===== config.mk =====
export PLATFORM = sky130hd
export DESIGN_NAME = cp_strip_fft_buffer_flat
export DESIGN_NICKNAME = d
export VERILOG_FILES = /design/src/rtl/modem_pkg.sv /design/src/rtl/cp_strip_fft_buffer_if.sv /design/src/rtl/sample_bank_ram.sv /design/src/rtl/cp_strip_fft_buffer.sv /design/src/flat_wrapper.sv
export SDC_FILE = /design/constraint.sdc
export NUM_CORES = 2
export LEC_CHECK = 0
export CAP_MARGIN = 10
export CORE_UTILIZATION = 40
export CTS_CLUSTER_DIAMETER = 80
export CTS_CLUSTER_SIZE = 24
export DETAILED_ROUTE_END_ITERATION = 10
export PLACE_DENSITY_LB_ADDON = 0.1
export SETUP_SLACK_MARGIN = 0.4
export SLEW_MARGIN = 20
export SYNTH_ARGS = -nofsm -noshare
export SYNTH_HDL_FRONTEND = slang
export SYNTH_SLANG_ARGS = --single-unit
export TNS_END_PERCENT = 30

===== constraint.sdc =====
create_clock -name clk -period 5.95 [get_ports clk]
set_clock_uncertainty 0.05 [all_clocks]
set_input_delay 0.595 -clock clk [delete_from_list [all_inputs] [get_ports clk]]
set_output_delay 0.595 -clock clk [all_outputs]
set_load 0.1 [all_outputs]

===== src/rtl/modem_pkg.sv =====
// Shared modem definitions: write-FSM states, default symbol geometry,
// and I/Q field positions within a packed sample word.
package modem_pkg;

  typedef enum logic [1:0] {
    IDLE,
    SKIP_CP,
    FILL,
    DROP
  } wr_state_t;

  localparam int FFT_LEN_DEF = 64;
  localparam int CP_LEN_DEF  = 16;

  localparam int I_MSB = 31;
  localparam int I_LSB = 16;
  localparam int Q_MSB = 15;
  localparam int Q_LSB = 0;

endpackage


===== src/rtl/cp_strip_fft_buffer_if.sv =====
// Sample-stream bundle between the DFE, the CP stripper and the FFT.
// master drives samples in and takes words out; slave is the buffer.
interface cp_strip_fft_buffer_if #(
  parameter int DW = 32
);
  logic          enable;
  logic [DW-1:0] in_data;
  logic          in_valid;
  logic          sym_start;
  logic [DW-1:0] out_data;
  logic          out_valid;
  logic          out_ready;
  logic          out_last;
  logic          overflow;
  logic          sync_err;

  modport master (
    output enable, in_data, in_valid,
    output sym_start, out_ready,
    input  out_data, out_valid, out_last,
    input  overflow, sync_err
  );

  modport slave (
    input  enable, in_data, in_valid,
    input  sym_start, out_ready,
    output out_data, out_valid, out_last,
    output overflow, sync_err
  );
endinterface


===== src/rtl/sample_bank_ram.sv =====
// Two-bank sample store: one write port, one registered read port
// whose output holds while re is low.
module sample_bank_ram #(
  parameter int DW = 32,
  parameter int AW = 7
) (
  input  logic          clk,
  input  logic          we,
  input  logic [AW-1:0] waddr,
  input  logic [DW-1:0] wdata,
  input  logic          re,
  input  logic [AW-1:0] raddr,
  output logic [DW-1:0] rdata
);
  logic [DW-1:0] mem [0:(1<<AW)-1];

  always_ff @(posedge clk) begin
    if (we) mem[waddr] <= wdata;
    if (re) rdata <= mem[raddr];
  end
endmodule


===== src/rtl/cp_strip_fft_buffer.sv =====
// Strips the cyclic prefix and ping-pongs FFT_LEN useful samples
// per symbol into two banks, streamed out to the FFT.
module cp_strip_fft_buffer
  import modem_pkg::*;
#(
  parameter int FFT_LEN = FFT_LEN_DEF,
  parameter int CP_LEN  = CP_LEN_DEF,
  parameter int DW      = 32
) (
  input  logic                 clk,
  input  logic                 rst,
  cp_strip_fft_buffer_if.slave bus
);
  localparam int IW = $clog2(FFT_LEN);
  localparam int CW = IW + 1;
  localparam logic [CW-1:0] LAST = CW'(FFT_LEN - 1);
  localparam logic [CW-1:0] CPL  = CW'(CP_LEN);

  wr_state_t     st;
  logic [CW-1:0] cnt;
  logic          wb, rb, ib;
  logic [1:0]    full;
  logic [CW-1:0] ri;
  logic          v1, l1;
  logic [DW-1:0] rdata;
  logic [DW-1:0] out_data_r;
  logic          out_valid_r, out_last_r;
  logic          overflow_r, sync_err_r;

  logic          iv, ss, flush;
  logic          xfer, rel, adv, ren, free;
  logic          we, wdone;
  logic [IW-1:0] widx;
  logic [1:0]    set_m, clr_m;

  assign iv    = bus.in_valid;
  assign ss    = bus.in_valid & bus.sym_start;
  assign flush = ~bus.enable;
  assign xfer  = out_valid_r & bus.out_ready;
  assign rel   = xfer & out_last_r;
  // a bank drained on this very edge may be refilled at once
  assign free  = ~full[wb] | (rel & (rb == wb));
  assign adv   = ~out_valid_r | bus.out_ready;
  assign ren   = adv & full[ib];
  assign set_m = wdone ? (2'b01 << wb) : 2'b00;
  assign clr_m = rel ? (2'b01 << rb) : 2'b00;

  always_comb begin
    we    = 1'b0;
    wdone = 1'b0;
    widx  = '0;
    if (iv && !ss) begin
      if (st == SKIP_CP && cnt == CPL && free) begin
        we = 1'b1;
      end
      if (st == FILL) begin
        we    = 1'b1;
        widx  = cnt[IW-1:0];
        wdone = (cnt == LAST);
      end
    end
  end

  sample_bank_ram #(
    .DW (DW),
    .AW (IW + 1)
  ) u_ram (
    .clk   (clk),
    .we    (we),
    .waddr ({wb, widx}),
    .wdata (bus.in_data),
    .re    (ren),
    .raddr ({ib, ri[IW-1:0]}),
    .rdata (rdata)
  );

  always_ff @(posedge clk or posedge rst) begin
    if (rst) begin
      st         <= IDLE;
      cnt        <= '0;
      wb         <= 1'b0;
      overflow_r <= 1'b0;
      sync_err_r <= 1'b0;
    end else if (flush) begin
      st         <= IDLE;
      cnt        <= '0;
      wb         <= 1'b0;
      overflow_r <= 1'b0;
      sync_err_r <= 1'b0;
    end else begin
      overflow_r <= 1'b0;
      sync_err_r <= 1'b0;
      unique case (st)
        IDLE: begin
          if (ss) begin
            st  <= SKIP_CP;
            cnt <= CW'(1);
          end
        end
        SKIP_CP: begin
          if (ss && cnt != '0) begin
            sync_err_r <= 1'b1;
            cnt        <= CW'(1);
          end else if (iv && cnt != CPL) begin
            cnt <= cnt + 1'b1;
          end else if (iv) begin
            cnt <= CW'(1);
            if (free) begin
              st <= FILL;
            end else begin
              st         <= DROP;
              overflow_r <= 1'b1;
            end
          end
        end
        FILL, DROP: begin
          if (ss) begin
            sync_err_r <= 1'b1;
            st         <= SKIP_CP;
            cnt        <= CW'(1);
          end else if (iv && cnt == LAST) begin
            st  <= SKIP_CP;
            cnt <= '0;
            if (st == FILL) wb <= ~wb;
          end else if (iv) begin
            cnt <= cnt + 1'b1;
          end
        end
        default: st <= IDLE;
      endcase
    end
  end

  // two-stage read: RAM register, then output register
  always_ff @(posedge clk or posedge rst) begin
    if (rst) begin
      full        <= '0;
      rb          <= 1'b0;
      ib          <= 1'b0;
      ri          <= '0;
      v1          <= 1'b0;
      l1          <= 1'b0;
      out_valid_r <= 1'b0;
      out_last_r  <= 1'b0;
      out_data_r  <= '0;
    end else if (flush) begin
      full        <= '0;
      rb          <= 1'b0;
      ib          <= 1'b0;
      ri          <= '0;
      v1          <= 1'b0;
      l1          <= 1'b0;
      out_valid_r <= 1'b0;
      out_last_r  <= 1'b0;
      out_data_r  <= '0;
    end else begin
      full <= (full & ~clr_m) | set_m;
      if (rel) rb <= ~rb;
      if (adv) begin
        v1          <= ren;
        l1          <= ren & (ri == LAST);
        out_valid_r <= v1;
        out_last_r  <= v1 & l1;
        out_data_r  <= v1 ? rdata : '0;
      end
      if (ren) begin
        if (ri == LAST) begin
          ri <= '0;
          ib <= ~ib;
        end else begin
          ri <= ri + 1'b1;
        end
      end
    end
  end

  assign bus.out_data  = out_data_r;
  assign bus.out_valid = out_valid_r;
  assign bus.out_last  = out_last_r;
  assign bus.overflow  = overflow_r;
  assign bus.sync_err  = sync_err_r;
endmodule

===== src/flat_wrapper.sv =====
// flat-port wrapper written by rule: the top's interface ports become plain ports
module cp_strip_fft_buffer_flat import modem_pkg::*;
#(
  parameter int FFT_LEN = FFT_LEN_DEF,
  parameter int CP_LEN  = CP_LEN_DEF,
  parameter int DW      = 32
)
  (clk, rst, bus_enable, bus_in_data, bus_in_valid, bus_sym_start, bus_out_ready, bus_out_data, bus_out_valid, bus_out_last, bus_overflow, bus_sync_err);
  cp_strip_fft_buffer_if #(.DW(DW)) bus_i ();
  input  logic clk;
  input  logic rst;
  input wire logic [$bits(bus_i.enable)-1:0] bus_enable;
  input wire logic [$bits(bus_i.in_data)-1:0] bus_in_data;
  input wire logic [$bits(bus_i.in_valid)-1:0] bus_in_valid;
  input wire logic [$bits(bus_i.sym_start)-1:0] bus_sym_start;
  input wire logic [$bits(bus_i.out_ready)-1:0] bus_out_ready;
  output wire logic [$bits(bus_i.out_data)-1:0] bus_out_data;
  output wire logic [$bits(bus_i.out_valid)-1:0] bus_out_valid;
  output wire logic [$bits(bus_i.out_last)-1:0] bus_out_last;
  output wire logic [$bits(bus_i.overflow)-1:0] bus_overflow;
  output wire logic [$bits(bus_i.sync_err)-1:0] bus_sync_err;
  assign bus_i.enable = bus_enable;
  assign bus_i.in_data = bus_in_data;
  assign bus_i.in_valid = bus_in_valid;
  assign bus_i.sym_start = bus_sym_start;
  assign bus_i.out_ready = bus_out_ready;
  assign bus_out_data = bus_i.out_data;
  assign bus_out_valid = bus_i.out_valid;
  assign bus_out_last = bus_i.out_last;
  assign bus_overflow = bus_i.overflow;
  assign bus_sync_err = bus_i.sync_err;
  cp_strip_fft_buffer #(.FFT_LEN(FFT_LEN), .CP_LEN(CP_LEN), .DW(DW)) u_core (.clk(clk), .rst(rst), .bus(bus_i));
endmodule

# Yosys cells after proc, flatten, opt, wreduce, memory -nomap -nowiden
# Memories as Yosys holds them, arrays and structs flattened. A register that Yosys moved wholly into a read port is not among the register bits.
# Index checks and enable logic that the tools add are counted.
# word_totals
ram_bits,4096
mem_count,1
out_inout_bits,36
word_cells,143
ff_bits,59
# mem_list
memory,words,word_bits,rd,rd_clocked_by_memory_dff,write_ports,line_no,rtl
u_core.u_ram.mem,128,32,1,1,1,sample_bank_ram.sv:15,logic [DW-1:0] mem [0:(1<<AW)-1];
# op_classes
order_cmp,2
bitwise_logic,17
mux,68
eq_ne,23
shift,2
reduce_logical,14
addsub,2
# ops
op,n
$mux 32,3
$mux 7,11
$mux 1,39
$pmux 7 s3,1
$mux 2,10
$add 7x1->7 const B,2
$eq 7x6->1 const B,2
$ne 2x1->1 const B,7
$mux 6,2
$ne 3x3->1 const B,3
$and 1x1->1,7
$eq 7x5->1 const B,1
$ne 7x5->1 const B,1
$reduce_bool 7->1,1
$logic_and 1x1->1,6
$pmux 2 s3,1
$ne 5x3->1 const B,1
$ne 5x5->1 const B,1
$not 1->1,5
$reduce_and 5->1,1
$eq 2x2->1 const B,2
$lt 1x2->1 const B,2
$ne 4x2->1 const B,1
$reduce_and 4->1,1
other kinds (15),17

# Logic depth before layout (Yosys ltp)
# depth
word_depth,10
mapped_depth,13
ltp_nobuf,8

# Hierarchy
# Synthesis repeated with hierarchy kept, for this count alone.
# hier_totals
hier_cells,6225
hier_area_um2,159286.5
# modules_own_cells
mod,seq_area_each_um2,n_inst,area_per_inst_um2,cells_per_inst
sample_bank_ram,123958.9,1,156596.4,5990
cp_strip_fft_buffer,1476.4,1,2690.1,235

# Worst setup path before layout
# OpenSTA, ideal clock, no wires.
# synth_path
path_kind,register -> register
from,"register u_core.out_last_r, in the netlist u_core.bus.out_last"
to,memory u_core.u_ram.mem[104][0] (enable)
required_ns,5.479
synth_period_minus_slack_ns,3.795
stages_incl_launch_ff,8
setup_slack_ns,2.155
arrival_time_ns,3.324
path_cell_list,dfrtp_1 -> nand3_1 -> o21ai_0 -> o21ai_0 -> nor2_1 -> a21oi_1 -> clkbuf_1 -> nor2_1
# synth_via
elab_chain_len,9
# synth_rtl
element,line_no,rtl
"start, declared",cp_strip_fft_buffer.sv:27,"logic out_valid_r, out_last_r;"
"start signal, assigned",cp_strip_fft_buffer.sv:163,out_last_r <= v1 & l1;
$and 1x1->1,cp_strip_fft_buffer.sv:40,assign rel = xfer & out_last_r;
$and 1x1->1,cp_strip_fft_buffer.sv:42,assign free = ~full[wb] | (rel & (rb == wb));
$or 1x1->1,cp_strip_fft_buffer.sv:42,
$logic_and 1x1->1,cp_strip_fft_buffer.sv:53,if (st == SKIP_CP && cnt == CPL && free) begin
$mux 1,cp_strip_fft_buffer.sv:53,
$mux 1,cp_strip_fft_buffer.sv:56,if (st == FILL) begin
$mux 1,cp_strip_fft_buffer.sv:52,if (iv && !ss) begin
$mux 1,sample_bank_ram.sv:18,if (we) mem[waddr] <= wdata;
$mux 1 (implied by the code),sample_bank_ram.sv:18,
"end, declared",sample_bank_ram.sv:15,
# Every way passes these cells.

==> metrics.txt <==
RePlAce Congestion=0.832; fraction of layout cells with a size suffix above 1=25.5%; setup TNS=0 ns; Post-synth ARST share=approximately 1.4%; Final nets=~7,500; Num Clock Sinks=4,187; post-synthesis sequential area ratio=77.7%; Num CTS Buffers=a little over 200; H-tree levels=4; Area Growth Syn to Fin=9.56%; DR iter-0 viols=about 10,000; fin crit share=77.2%; PD cells=280 nW/µm²; DRC Markers=0; CP max FO=32; Arr. time, crit path=~5.2 ns; post-layout min period=4.59 ns; DR WL/cell=about 38 µm; first-pass GRT wire length=around 670,000 µm; Die Y=637 µm; post-CTS setup buffers=0; fin area=about 180,000 µm²; CTS tree=yes; final setup vio count=0; Cells after Synth=between 7,000 and 8,000; Vias=~77,000; Clock transition at path regs=0.10 ns; CTS Root Buffer Type=clkbuf_16; First-pass DRT Iterations=5; Hold Path Class=input port to flip-flop; Finished Core Util=~44%; Congestion Overflow GR=0; unrepaired setup endpoints after global routing=false; Slew Limit Fails=0; Hold Fails Final Rpt=0; Avg Cell Area, Syn=22.6 µm²; vias in the first global route=between 70,000 and 80,000; relative slew slack=about 14%; row count=about 230; Setup WS pre-CTS=approximately 1.2 ns; post-cts sizing count=0; Max IR drop VDD=~0.23 mV; GRT Util Overall=23.9%; commonest non-fill, non-tap cell in the layout=edfxtp_1; Hold Slack=about 0.069 ns; WS Path Type=flip-flop to flip-flop; post-DR vias/cell=6.04; Core Area=about 400,000 µm²; Synth Flop Type=edfxtp_1; Die X=approximately 640 µm; max frequency=around 0.22 GHz; starting density of the core=40.3%; antenna violations before repair=56; Synth Cell Area=between 150,000 and 200,000 µm²; Worst-Margin Slew=1.28 ns; PortBufs=73; outcome=finished clean; required time worst endpoint=6.59 ns; worst setup margin=between 1 and 1.5 ns; Placed Cells=~12,000; Ports=74; Net Count, Synth=between 7,000 and 8,000; Synth cell types=76; leakage=roughly 52 nW; Startpoint Class=flip-flop; worst skew pair latency=around 1 ns; number of synthesized flops with an enable pin=4,128; most frequent cells in the layout=edfxtp_1, mux4_2, buf_4, nand2_1, mux2i_1; overall power=49.4 mW; largest net degree at the start of global routing=around 130; full die area=between 400,000 and 500,000 µm²; crit end category=flip-flop; post-detail-place hpwl=about 300,000 µm; Cell Area, Placed=between 150,000 and 200,000 µm²; Post-DRT Antenna Nets=0; post-route insts no fill=~13,000; register bit total from synthesis=4,187; Synth warnings=0; Detailed Route WL=about 490,000 µm; clock tree buffer depth=4; max-cap violations=0
[per-layer routing]
metal | vias to the layer above | part of all wire (%) | global-route usage (%)
li1 | 30600 | - | -
met5 | - | 0.011 | 0
met2 | 2971 | 48 | 38.7
met3 | 512 | 7.0 | 3.55
met1 | 43100 | 42 | 34.3
met4 | 8 | 2.9 | 6.01
[synthesized netlist by cell type, types with 6 or more instances]
library cell	n	area, µm²
edfxtp_1	4128	124000
mux4_2	1022	23000
nand2_1	330	1240
mux2i_1	227	2270
nor2_1	193	724
buf_2	118	591
a21oi_1	104	521
clkbuf_1	97	364
buf_4	72	541
buf_6	70	788
o221ai_1	60	526
dfrtp_1	59	1480
a31oi_1	55	344
o21ai_0	50	250
o22ai_1	47	294
nand3_1	45	225
a22o_1	42	368
a211oi_1	35	263
and3_1	27	169
and2_1	26	163
buf_8	24	360
mux2_2	23	259
mux4_1	23	604
nor3_1	20	100
nor2b_1	18	113
a311oi_1	17	149
buf_1	16	60.1
a32oi_1	15	131
a211o_1	13	114
o211ai_1	13	97.6
o31ai_1	13	97.6
nand2b_1	11	68.8
inv_1	10	37.5
o32ai_1	10	87.6
a221oi_1	9	78.8
a22oi_1	7	52.6
clkbuf_4	7	52.6
nand4_1	7	43.8
a32o_1	6	60.1
buf_12	6	120
o31a_1	6	52.6
[power by group]
part | internal [mW] | leakage (nW) | switching [mW]
sequential | 32.3 | 37.9 | 0.00234
clock | 6.94 | 2.98 | 9.51
combinational | 0.0467 | 11.2 | 0.611
[what timing repair did]
action / 4_1_cts / 5_1_grt
endpoints found under the hold margin: 48 / 0
hold buffers: 3 / 0
endpoints found under the setup margin: 0 / 0
[state kept, by name, summed over array words and instances (netlist names), 2 cells and up]
name,cells
u_core.bus.out_data,32
u_core.cnt,7
u_core.full,2
u_core.u_ram.rdata,32
u_core.st,2
u_core.u_ram.mem,4096
u_core.ri,7
[area by class of cell]
class | instances | area, µm²
diodes | 13 | 32.5
clock buffers | 236 | 5310
clock inverters | 61 | 800
fillers | 33800 | 224000
inverters | 17 | 92.6
multi-input cells | 2540 | 34200
flip-flops and latches | 4187 | 125000
well taps | 5265 | 6590
repair buffers | 476 | 4430
[kinds of logic (layout without fill, tap and decap cells)]
kind of cell	Yosys count	count (layout)	share of synthesized area (%)
adders and majority gates	3	3	0.0233
AOI/OAI and AO/OA	541	541	2.38
xor gates and xnor gates	5	5	0.0271
other	0	13	0
and+or+nand+nor	696	696	1.85
muxes	1295	1295	16.2
buffers and inverters	428	790	1.82
DFF	4187	4187	77.7
[critical path: stages, from the launching register on]
cell       delay [ns]
dfrtp_4          0.90
buf_4            0.69
buf_4            0.44
mux4_2           0.58
mux4_2           0.56
nand2_1          0.17
a2111oi_1        0.11
nor3_2           0.64
a21oi_1          0.07
[worst paths after layout]
kind                                         from                       end  depth (start not counted)  slack, ns
max                                  u_core.ri[0]    u_core.u_ram.rdata[16]                          8       1.36
min reg2reg                u_core.u_ram.rdata[26]   u_core.bus.out_data[26]                          1       0.41
max in group asynchronous                     rst              u_core.ri[0]                          4       3.98
min in group asynchronous                     rst   u_core.bus.out_data[30]                          3       0.51
max reg2reg                          u_core.ri[0]    u_core.u_ram.rdata[16]                          8       1.36
min                               bus_in_data[25]  u_core.u_ram.mem[24][25]                          1       0.07
Note: power is estimated with default switching activity, not from simulation.
